--- config.mk ---
export PLATFORM = sky130hd
export DESIGN_NAME = mem_port_arbiter
export DESIGN_NICKNAME = d
export VERILOG_FILES = /design/src/rtl/mem_port_arbiter.sv
export SDC_FILE = /design/constraint.sdc
export NUM_CORES = 1
export LEC_CHECK = 0
export ABC_AREA = 1
export CAP_MARGIN = 20
export CORE_AREA = 2 2 108 110
export CTS_CLUSTER_SIZE = 25
export DETAILED_ROUTE_END_ITERATION = 6
export DIE_AREA = 0 0 110 112
export GPL_TIMING_DRIVEN = 0
export PLACE_DENSITY = 0.8
export SETUP_SLACK_MARGIN = 0.05
export SLEW_MARGIN = 5
export SYNTH_ARGS = -nofsm -noshare
export SYNTH_HDL_FRONTEND = slang
export SYNTH_SLANG_ARGS = --single-unit
--- constraint.sdc ---
create_clock -name clk -period 2.1 [get_ports clk]
set_clock_uncertainty 0.05 [all_clocks]
set_input_delay 0.525 -clock clk [delete_from_list [all_inputs] [get_ports clk]]
set_output_delay 0.525 -clock clk [all_outputs]
set_load 0.01 [all_outputs]
--- src/rtl/mem_port_arbiter.sv ---
// Arbiter for the unified single-port instruction/data memory.
// Data-first priority with a fetch starvation guard; 1-cycle responses.
//
// Ports:
//   clk, rst          clock, synchronous active-high reset
//   if_req/if_addr    fetch request (held until if_gnt)
//   if_gnt            fetch accepted this cycle (combinational)
//   if_rvalid/rdata/err  fetch response, one cycle after grant
//   d_req/we/addr/wdata  load/store request (held until d_gnt)
//   d_gnt             data accepted this cycle (combinational)
//   d_rvalid/rdata/err   data response (load data or store ack)
//   MWE/MRA/MWD       memory port drive (write on posedge)
//   MRD               memory read data, combinational from MRA
module mem_port_arbiter #(
    parameter int MEM_DEPTH = 551,
    parameter int MAX_WAIT  = 4
) (
    input  logic        clk,
    input  logic        rst,
    input  logic        if_req,
    input  logic [31:0] if_addr,
    output logic        if_gnt,
    output logic        if_rvalid,
    output logic [31:0] if_rdata,
    output logic        if_err,
    input  logic        d_req,
    input  logic        d_we,
    input  logic [31:0] d_addr,
    input  logic [31:0] d_wdata,
    output logic        d_gnt,
    output logic        d_rvalid,
    output logic [31:0] d_rdata,
    output logic        d_err,
    output logic        MWE,
    output logic [31:0] MRA,
    output logic [31:0] MWD,
    input  logic [31:0] MRD
);

    localparam logic [31:0] DEPTH    = 32'(MEM_DEPTH);
    localparam logic [3:0]  WAIT_MAX = 4'(MAX_WAIT);

    logic [3:0]  starve_cnt;
    logic        fetch_wins;
    logic        if_in;
    logic        d_in;

    logic        if_rvalid_q;
    logic [31:0] if_rdata_q;
    logic        if_err_q;
    logic        d_rvalid_q;
    logic [31:0] d_rdata_q;
    logic        d_err_q;

    assign if_in = (if_addr < DEPTH);
    assign d_in  = (d_addr < DEPTH);

    // Fetch only beats a pending data request once it has been
    // denied MAX_WAIT consecutive cycles.
    assign fetch_wins = ~rst & if_req
                      & (~d_req | (starve_cnt == WAIT_MAX));
    assign if_gnt = fetch_wins;
    assign d_gnt  = ~rst & d_req & ~fetch_wins;

    // Out-of-range accesses park the port at address 0 with
    // writes disabled, so a bad store never touches memory.
    always_comb begin
        MWE = 1'b0;
        MRA = 32'd0;
        MWD = 32'd0;
        unique case (1'b1)
            (if_gnt & if_in): begin
                MRA = if_addr;
            end
            (d_gnt & d_in): begin
                MRA = d_addr;
                MWD = d_wdata;
                MWE = d_we;
            end
            default: begin
                MWE = 1'b0;
            end
        endcase
    end

    always_ff @(posedge clk) begin
        if (rst) begin
            starve_cnt <= 4'd0;
        end else if (if_gnt | ~if_req) begin
            starve_cnt <= 4'd0;
        end else if (starve_cnt != WAIT_MAX) begin
            starve_cnt <= starve_cnt + 4'd1;
        end
    end

    always_ff @(posedge clk) begin
        if (rst) begin
            if_rvalid_q <= 1'b0;
            if_rdata_q  <= 32'd0;
            if_err_q    <= 1'b0;
            d_rvalid_q  <= 1'b0;
            d_rdata_q   <= 32'd0;
            d_err_q     <= 1'b0;
        end else begin
            if_rvalid_q <= if_gnt;
            d_rvalid_q  <= d_gnt;
            if (if_gnt) begin
                if_rdata_q <= if_in ? MRD : 32'd0;
                if_err_q   <= ~if_in;
            end
            if (d_gnt) begin
                d_rdata_q <= (d_in & ~d_we) ? MRD : 32'd0;
                d_err_q   <= ~d_in;
            end
        end
    end

    // A reset in the cycle after a grant squashes the pending
    // response instead of letting it leak out for that cycle.
    assign if_rvalid = if_rvalid_q & ~rst;
    assign d_rvalid  = d_rvalid_q & ~rst;
    assign if_rdata  = if_rdata_q;
    assign if_err    = if_err_q;
    assign d_rdata   = d_rdata_q;
    assign d_err     = d_err_q;

endmodule

[Word-level counts from Yosys, hierarchy flattened]
Index checks and enable logic that the tools add are counted.
Storage, ports and cells
  register bits after elaboration: 72
  bits in latches: 0
  bits in writable memories: 0
  ROM bits: 0
  input bits: 133
  output and inout bits: 135
  logic and storage cells: 36
  memories kept: 0
Cells by class
  add/subtract/negate cells: 1
  multiply operators: 0
  div/mod/pow operators: 0
  $lt $le $gt $ge: 2
  equal/unequal tests: 2
  shift operators: 0
  multiplexer cells: 5
  bitwise gates (word level): 18
  reduce and logical (&&, ||, !) cells: 1
Operators with widths (count)
  two-way mux 32 bit: 3
  < comparator 32 x 10 -> 1 bit (second input constant): 2
  one-hot mux 32 bit (2 select lines): 1
  bitwise AND 1 bit: 9
  NOT 1 bit: 7
  adder 4 x 1 -> 4 bit (second input constant): 1
  == test 4 x 3 -> 1 bit (second input constant): 1
  != test 4 x 3 -> 1 bit (second input constant): 1
  OR 1 bit: 2
  OR reduction 2 bit: 1
  two-way mux 1 bit: 1

[Longest topological paths before layout]
Gate-level depths: netlist of the first run.
  depth in word-level cells: 7
  gate-level depth with buffers: 9
  depth with buffers taken out: 9

[Worst setup path after synthesis of the first run]
Ideal clock, no wire load.
  path type: register -> output
  from: register starve_cnt[0]
  to: output port MWD[10]
  data arrival time: 1521 ps
  required time: 1525 ps
  setup slack: 4 ps
  stages on the path, launching flop included: 9
  path buffers: 1
  cell sequence: dfxtp_1 -> inv_1 -> ha_1 -> nand3_2 -> nand2_2 -> a21oi_4 -> nand3_2 -> buf_2 -> nor2_1
On the way
  cells in the longest elaborated chain, start to end: 7
RTL lines
  from (decl): RTL line 43  | logic [3:0] starve_cnt;
  from (signal assigned): RTL line 92  | starve_cnt <= starve_cnt + 4'd1;
  == test 4 x 3 -> 1 bit: RTL line 61  | & (~d_req | (starve_cnt == WAIT_MAX));
  OR 1 bit: RTL line 61
  bitwise AND 1 bit: RTL line 61
  NOT 1 bit: RTL line 63  | assign d_gnt = ~rst & d_req & ~fetch_wins;
  bitwise AND 1 bit: RTL line 63
  bitwise AND 1 bit: RTL line 75  | (d_gnt & d_in): begin
  two-way mux 32 bit: RTL line 71  | unique case (1'b1)
  to (decl): RTL line 36  | output logic [31:0] MWD,
No other way between the ends.

[Worst setup path after layout of the first run]
  from: input port d_addr[21]
  to: output port MWD[23]
On the way
  cells in the longest elaborated chain, start to end: 3
RTL lines
  from (decl): RTL line 28  | input logic [31:0] d_addr,
  < comparator 32 x 10 -> 1 bit: RTL line 56  | assign d_in = (d_addr < DEPTH);
  bitwise AND 1 bit: RTL line 75
  two-way mux 32 bit: RTL line 71
No other way between the ends.

==> flow_summary.ini, run 1 <==
[outcome]
status = finished with violations
violated_checks = negative setup slack

[global_routing]
all_layer_global_routing_usage_pct = 27.9
grt_overflow = 0
grt_pass1_vias = 5025
grt_pass1_wl_um = 26400
grt_antenna_before_repair = 1
largest_net_degree_at_the_start_of_global_routing = 13

[synthesis]
synth_area_leader_cell = sky130_fd_sc_hd__dfxtp_1
synth_area_per_cell_um2 = 6.53
synth_top_flop_cell = sky130_fd_sc_hd__dfxtp_1
yosys_warnings = 0
yosys-mux-area-fraction_pct = 0
synthAdderAreaFrac_pct = 0.638
yosys.cell_count.top_type = sky130_fd_sc_hd__nand2_1
synth_largest_type_area_fraction_pct = 36.8
combinational_family_with_the_most_area_after_synthesis = simple AND/OR/NAND/NOR gates
synthSimpleGateAreaFrac_pct = 32.4
yosysSeqAreaShare_pct = 36.8
async_reset_ff_share_pct = 0
post_synth_instance_area_mm2 = 0.00392
synth-edff-count = 0
synth_xor_area_share_pct = 0.447
synth_compound_gate_area_share_pct = 10.6
most_instantiated_cells_after_synthesis = 102 x sky130_fd_sc_hd__nand2_1, 101 x sky130_fd_sc_hd__inv_1, 95 x sky130_fd_sc_hd__nor2_1
synth_cell_type_count = 26
synthCells = 600
postSynthRegisterBits = 72
area_contributors_post_synth = sky130_fd_sc_hd__dfxtp_1 37%, sky130_fd_sc_hd__nand4_1 11%, sky130_fd_sc_hd__nand2_1 9.8%, sky130_fd_sc_hd__inv_1 9.7%, sky130_fd_sc_hd__nor2_1 9.1%

[power_and_ir_drop]
seqPwrFrac_pct = 37.3
switching_power_w = 0.000863
total_power_w = 0.00369
power_per_cell_area_mw_per_mm2 = 476
sw_frac_of_total_pct = 23.4
combPwrFrac_pct = 15.6
p_int_w = 0.00283
static-leakage-power_nw = 3.45
vdd.ir_drop.worst_v = 0.000450
clkPwrFrac_pct = 47.1

[placement]
dpl-instance-area_mm2 = 0.00671
io_buffers = 244
hpwlAfterDp_um = 12600
gp_congestion = 0.938
numPlacedInstances = 1008

[timing]
final_period_minus_worst_setup_slack_ns = 2.47
timing.final.hold_violations = 0
tns_ns = -14.83
max_clock_freq_ghz = 0.405
timing_worst_slew_pin_value_ns = 0.521
unrepaired_setup_endpoints_after_global_routing = yes
maxSlewHeadroom_pct = 65.3
finalSetupViolations = 45
final.period_utilization_pct = 118
final_critical_path_setup_slack_ns = -0.371
maxSlewViolCount = 0

[die]
floorplan.rows = 39
die_height_um = 112
starting_density_pct = 35.1
width_of_the_chip_um = 110
die_area_mm2 = 0.0123
top_level_ports = 268
core_area_mm2 = 0.0112

[critical_path]
critPathMaxStageDelay_ns = 0.19
crit-reg2reg-launch = starve_cnt[1]
maximum_fanout_encountered_on_the_critical_timing_path = 5
critPathLaunchType = input port
worst_r2r_path_depth = 11
critical_path.slowest_cell = sky130_fd_sc_hd__a21oi_4
endpoint_kind = output pin
timing.critical_path.required_ns = 1.52
regToRegSetupSlack_ns = 0.17
timing.critical_path.cells = clkdlybuf4s15_1 > inv_1 > nand2_1 > nor2_2 > nand2_2 > a21oi_4 > nand3_4 > buf_12 > buf_16 > nor2_4 > buf_6
critical_path.reg2reg.endpoint = if_rdata[18]
path_type_of_the_worst_setup_path = input port to output pin
timing.critical_path.arrival_ns = 1.90

[min_path]
hold_path_startpoint = d_rdata[7]
worst_hold_path.num_cells = 2
worst_hold_path.endpoint = d_rdata[7]
worstHoldPathType = register to register

[final_layout]
nNetsFinal = 1053
drive_gt1_share_pct = 25.5
fin_cells = 1067
layout.core_utilization_pct = 69.4
postLayoutCellArea_mm2 = 0.00775
area_growth_pct = 97.8

[detailed_routing]
avgRoutedWirePerCell_um = 16.4
dr_total_vias = 5104
drt_iter0_markers = 303
drcViolationCount = 0
postRouteAntennaNets = 0
totalWireLength_um = 17500
detailedRoute.firstPassIterationCount = 5
vias_per_cell = 4.78

[cts]
cts_tree = done
clk_transition_reported_paths_ns = 0.06
tritoncts.num_buffers = 9
cts.root.buffer_cell = sky130_fd_sc_hd__clkbuf_16
holdBufCountCts = 0
h_tree_levels = 3
clk_latency_ns = 0.33
clkSinkCount = 72
cts.path.max_buffers = 2

[run]
max_cap_viol_count = 0
## power by group through the flow
stage	Sequential, W	Clock [W]	Combinational [W]
6_report	0.00138	0.00174	0.000577
3_5_place_dp	0.00141	0	0.000530
4_1_cts	0.00138	0.00174	0.000549
3_3_place_gp	0.00141	0	0.000527
2_1_floorplan	0.00141	0	0.000204
5_1_grt	0.00138	0.00181	0.000622
## timing repair
item | CTS | global route
gates resized for setup | 368 | 69
endpoints found under the setup margin | 47 | 57
pin swaps | 58 | 25
setup buffers | 33 | 3
gates cloned | 5 | 1
## worst max-delay path, delay by kind of cell
| family | cells | cell delay (ns) |
|---|---|---|
| buffers and inverters | 5 | 0.65 |
| AOI/OAI and AO/OA | 1 | 0.19 |
| and+or+nand+nor | 5 | 0.52 |
## cell usage in the layout, fill, tap and decap left out, drive strengths merged
cell,count
a21oi,70
and2,1
buf,125
bufinv,3
clkbuf,32
clkdlybuf4s15,37
clkdlybuf4s50,133
clkinv,4
clkinvlp,1
conb,22
dfxtp,72
diode,1
dlygate4sd2,26
ha,2
inv,102
nand2,104
nand3,11
nand4,67
nor2,98
nor3b,1
o21ai,10
xnor2,1
xor2,1
## cells by family after synthesis
logic type / Yosys count
xor+xnor: 2
other cells: 1
flops: 72
buf+inv: 163
fa+ha+maj: 2
compound gates: 80
simple gates: 280
## state kept, by name, summed over array words and instances (netlist names)
name and flops:
if_err 1, if_rvalid_q 1, starve_cnt 4, d_err 1
d_rdata 32, d_rvalid_q 1, if_rdata 32
## through the flow
step	setup WS [ns]	hold WS (ns)
CTS	-0.361	0.413
global placement	-1.28	0.396
global route	-0.430	0.426
floorplan	0.0520	0.380
finish	-0.371	0.410
detailed placement	-1.29	0.402
## worst max-delay path by stage
stage               cells after the start          start      end  slack (ns)
floorplan                               6      d_addr[7]  MWD[10]        0.05
global placement                        7            rst   MRA[4]       -1.28
detailed placement                      7            rst   MRA[4]       -1.29
CTS                                    10  starve_cnt[0]  MWD[26]       -0.36
global route                           11     d_addr[21]  MWD[27]       -0.43
finish                                 11     d_addr[21]  MWD[23]       -0.37
## cell type report
class                      count  area [um^2]
tap                          143          179
multi-input combinational    388         2220
antenna                        1         2.50
timing repair buffer         283         2710
timing repair inverter         1         11.3
clock inverter                 6          108
buffer                        60          439
clock buffer                  10          229
sequential                    72         1440
fill                         874         3420
inverter                     103          412
## per-layer routing
layer / global-route usage (%) / vias to the layer above / part of all wire (%)
met1: 36.8 / 2307 / 42
met4: 8.35 / 0 / 2.6
met3: 6.09 / 35 / 7.8
met5: 0 / - / 0
li1: - / 2505 / -
met2: 45.1 / 257 / 48
Power figures use the tool's default switching activity.
==> inputs of run 2 (changes only) <==
Settings changed: CORE_AREA 2 2 108 110 to 2 2 138 86, CTS_CLUSTER_SIZE 25 to unset, DIE_AREA 0 0 110 112 to 0 0 140 88, PLACE_DENSITY 0.8 to 0.81, RECOVER_POWER set to 25.
==> run 2 against run 1 <==
Effect of this change:
- the run ends with design-rule violations, negative setup slack left
- register-to-register slack worse by 0.08 ns
- setup slack worse by 0.074 ns
- critical path depth increased by 1
- clock-buffer cell count did not move
- sequential cell count unchanged
- wire length rose by 0.79%
- sequential share of layout area grew 0.77 points
- global-route usage decreased by 0.56 points
- sequential power about the same
- clock power down 5%
- final cell count rose by 0.47%
- critical endpoint is now MRA[4]
- largest cell class unchanged
- highest routed layer unchanged
==> flow_summary.ini, run 2 (synthesized netlist as in run 1, its figures left out) <==
[outcome]
status = finished with violations
violated_checks = design-rule violations, negative setup slack

[detailed_routing]
dr_total_vias = 5124
totalWireLength_um = 17600
postRouteAntennaNets = 0
vias_per_cell = 4.78
detailedRoute.firstPassIterationCount = 7
drcViolationCount = 9
drt_iter0_markers = 451
avgRoutedWirePerCell_um = 16.4

[final_layout]
drive_gt1_share_pct = 26.0
regArea_mm2 = 0.00144
fin_cells = 1072
nNetsFinal = 1057
multi_input_comb_area_mm2 = 0.00211
commonest_cells_after_routing_fill_and_taps_aside = 133 x sky130_fd_sc_hd__clkdlybuf4s50_1, 94 x sky130_fd_sc_hd__inv_1, 88 x sky130_fd_sc_hd__nand2_1, 70 x sky130_fd_sc_hd__dfxtp_1
layout.cells.most_common = sky130_fd_sc_hd__clkdlybuf4s50_1
nFillCells = 931
area_growth_pct = 89.9

[die]
starting_density_pct = 35.4
floorplan.rows = 30
die_area_mm2 = 0.0123
die_height_um = 88
width_of_the_chip_um = 140
top_level_ports = 268
core_area_mm2 = 0.0111

[cts]
clk_latency_ns = 0.33
cts_tree = done
cts.root.buffer_cell = sky130_fd_sc_hd__clkbuf_16
clk_transition_reported_paths_ns = 0.06
h_tree_levels = 3
clkSinkCount = 72
tritoncts.num_buffers = 9
cts.path.max_buffers = 2

[timing]
finalSetupViolations = 45
maxSlewViolCount = 0
maxSlewHeadroom_pct = 59.9
fin_worst_hold_slack_ns = 0.414
final_critical_path_setup_slack_ns = -0.444
timing_worst_slew_pin_value_ns = 0.601
timing.final.hold_violations = 0
final.period_utilization_pct = 121
unrepaired_setup_endpoints_after_global_routing = yes
max_clock_freq_ghz = 0.393
final_period_minus_worst_setup_slack_ns = 2.54
tns_ns = -15.53

[placement]
numPlacedInstances = 1009
hpwlAfterDp_um = 12900
io_buffers = 244
gp_congestion = 0.892
place_ws_ns = -1.46

[power_and_ir_drop]
power_per_cell_area_mw_per_mm2 = 484
total_power_w = 0.00360
static-leakage-power_nw = 3.38
vdd.ir_drop.worst_v = 0.000425

[global_routing]
grt_pass1_vias = 4660
grt_antenna_before_repair = 1
largest_net_degree_at_the_start_of_global_routing = 13
grt_pass1_wl_um = 25700
grt_overflow = 0
all_layer_global_routing_usage_pct = 27.3

[critical_path]
critPathMaxStageDelay_ns = 0.34
worst-path-buf-inv = 5
path_type_of_the_worst_setup_path = register to output pin
maximum_fanout_encountered_on_the_critical_timing_path = 5
endpoint_kind = output pin
critical_path.slowest_cell = sky130_fd_sc_hd__dfxtp_2
crit_family = buffers and inverters
critPathLaunchType = register
timing.critical_path.cells = inv_2 > ha_4 > nand3_4 > nand2_4 > a21oi_4 > nand3_4 > buf_6 > buf_8 > clkinv_8 > nand2_4 > o21ai_2 > buf_2
timing.critical_path.required_ns = 1.52
timing.critical_path.arrival_ns = 1.97

[run]
max_cap_viol_count = 0

[min_path]
worstHoldPathType = register to register
-- run 2: cell count changes in the layout (fill, tap and decap cells not counted), sizes merged --
cell	previous run	this run
clkbuf	32	31
dlygate4sd2	26	31
dlymetal6s2s	0	1
buf	125	130
clkinv	4	5
bufinv	3	2
clkdlybuf4s15	37	31
-- run 2: timing repair --
action,CTS,global route
setup endpoints to repair,58,54
gates cloned,4,0
buffers inserted,34,10
resized for setup,322,65
hold buffers,0,0
pin swaps,55,34
-- run 2: worst register-to-register path, stage by stage (launching register included) --
cell	delay [ns]
sky130_fd_sc_hd__dfxtp_2	0.34
sky130_fd_sc_hd__inv_2	0.05
sky130_fd_sc_hd__ha_4	0.16
sky130_fd_sc_hd__nand3_4	0.07
sky130_fd_sc_hd__nand2_4	0.06
sky130_fd_sc_hd__buf_4	0.14
sky130_fd_sc_hd__buf_6	0.12
sky130_fd_sc_hd__nand2_8	0.09
sky130_fd_sc_hd__clkbuf_1	0.49
sky130_fd_sc_hd__nand2_1	0.16
sky130_fd_sc_hd__a21oi_1	0.21
-- run 2: power breakdown --
part | internal (W) | switching [W] | total (W)
sequential | 0.00137 | 0.00000279 | 0.00138
combinational | 0.000298 | 0.000279 | 0.000577
clock | 0.00107 | 0.000586 | 0.00165
-- run 2: final timing paths --
kind,endpoint,start,cells past startpoint,slack (ns)
worst max register to register,if_rdata[24],starve_cnt[1],10,0.09
worst max-delay path,MRA[4],starve_cnt[1],12,-0.44
worst min-delay path,if_rdata[6],if_rdata[6],2,0.41
worst min register to register,if_rdata[6],if_rdata[6],2,0.41
-- run 2: routing by layer --
layer | track usage, % | share of wire (%) | routed length (um)
met2 | 41.7 | 44 | 7670
met5 | 0 | 0 | 0
met4 | 7.07 | 1.4 | 246
met1 | 38.3 | 45 | 8000
met3 | 7.71 | 9.7 | 1710
-- run 2: area by class of cell --
cell class,count,area share [%]
clock buffer,10,3.21
buffer,60,5.71
tap,144,2.42
multi-input combinational,388,28.3
timing repair buffer,287,34.2
sequential,72,19.4
antenna,1,0.0336
clock inverter,6,1.11
timing repair inverter,1,0.118
inverter,103,5.53
-- run 2: through the flow --
stage	utilization, %	instance area [um^2]
after global placement	60.6	6710
after detailed placement	60.6	6710
final	67.2	7440
after CTS	66.4	7350
after global routing	67.2	7440
after floorplan	-	4090
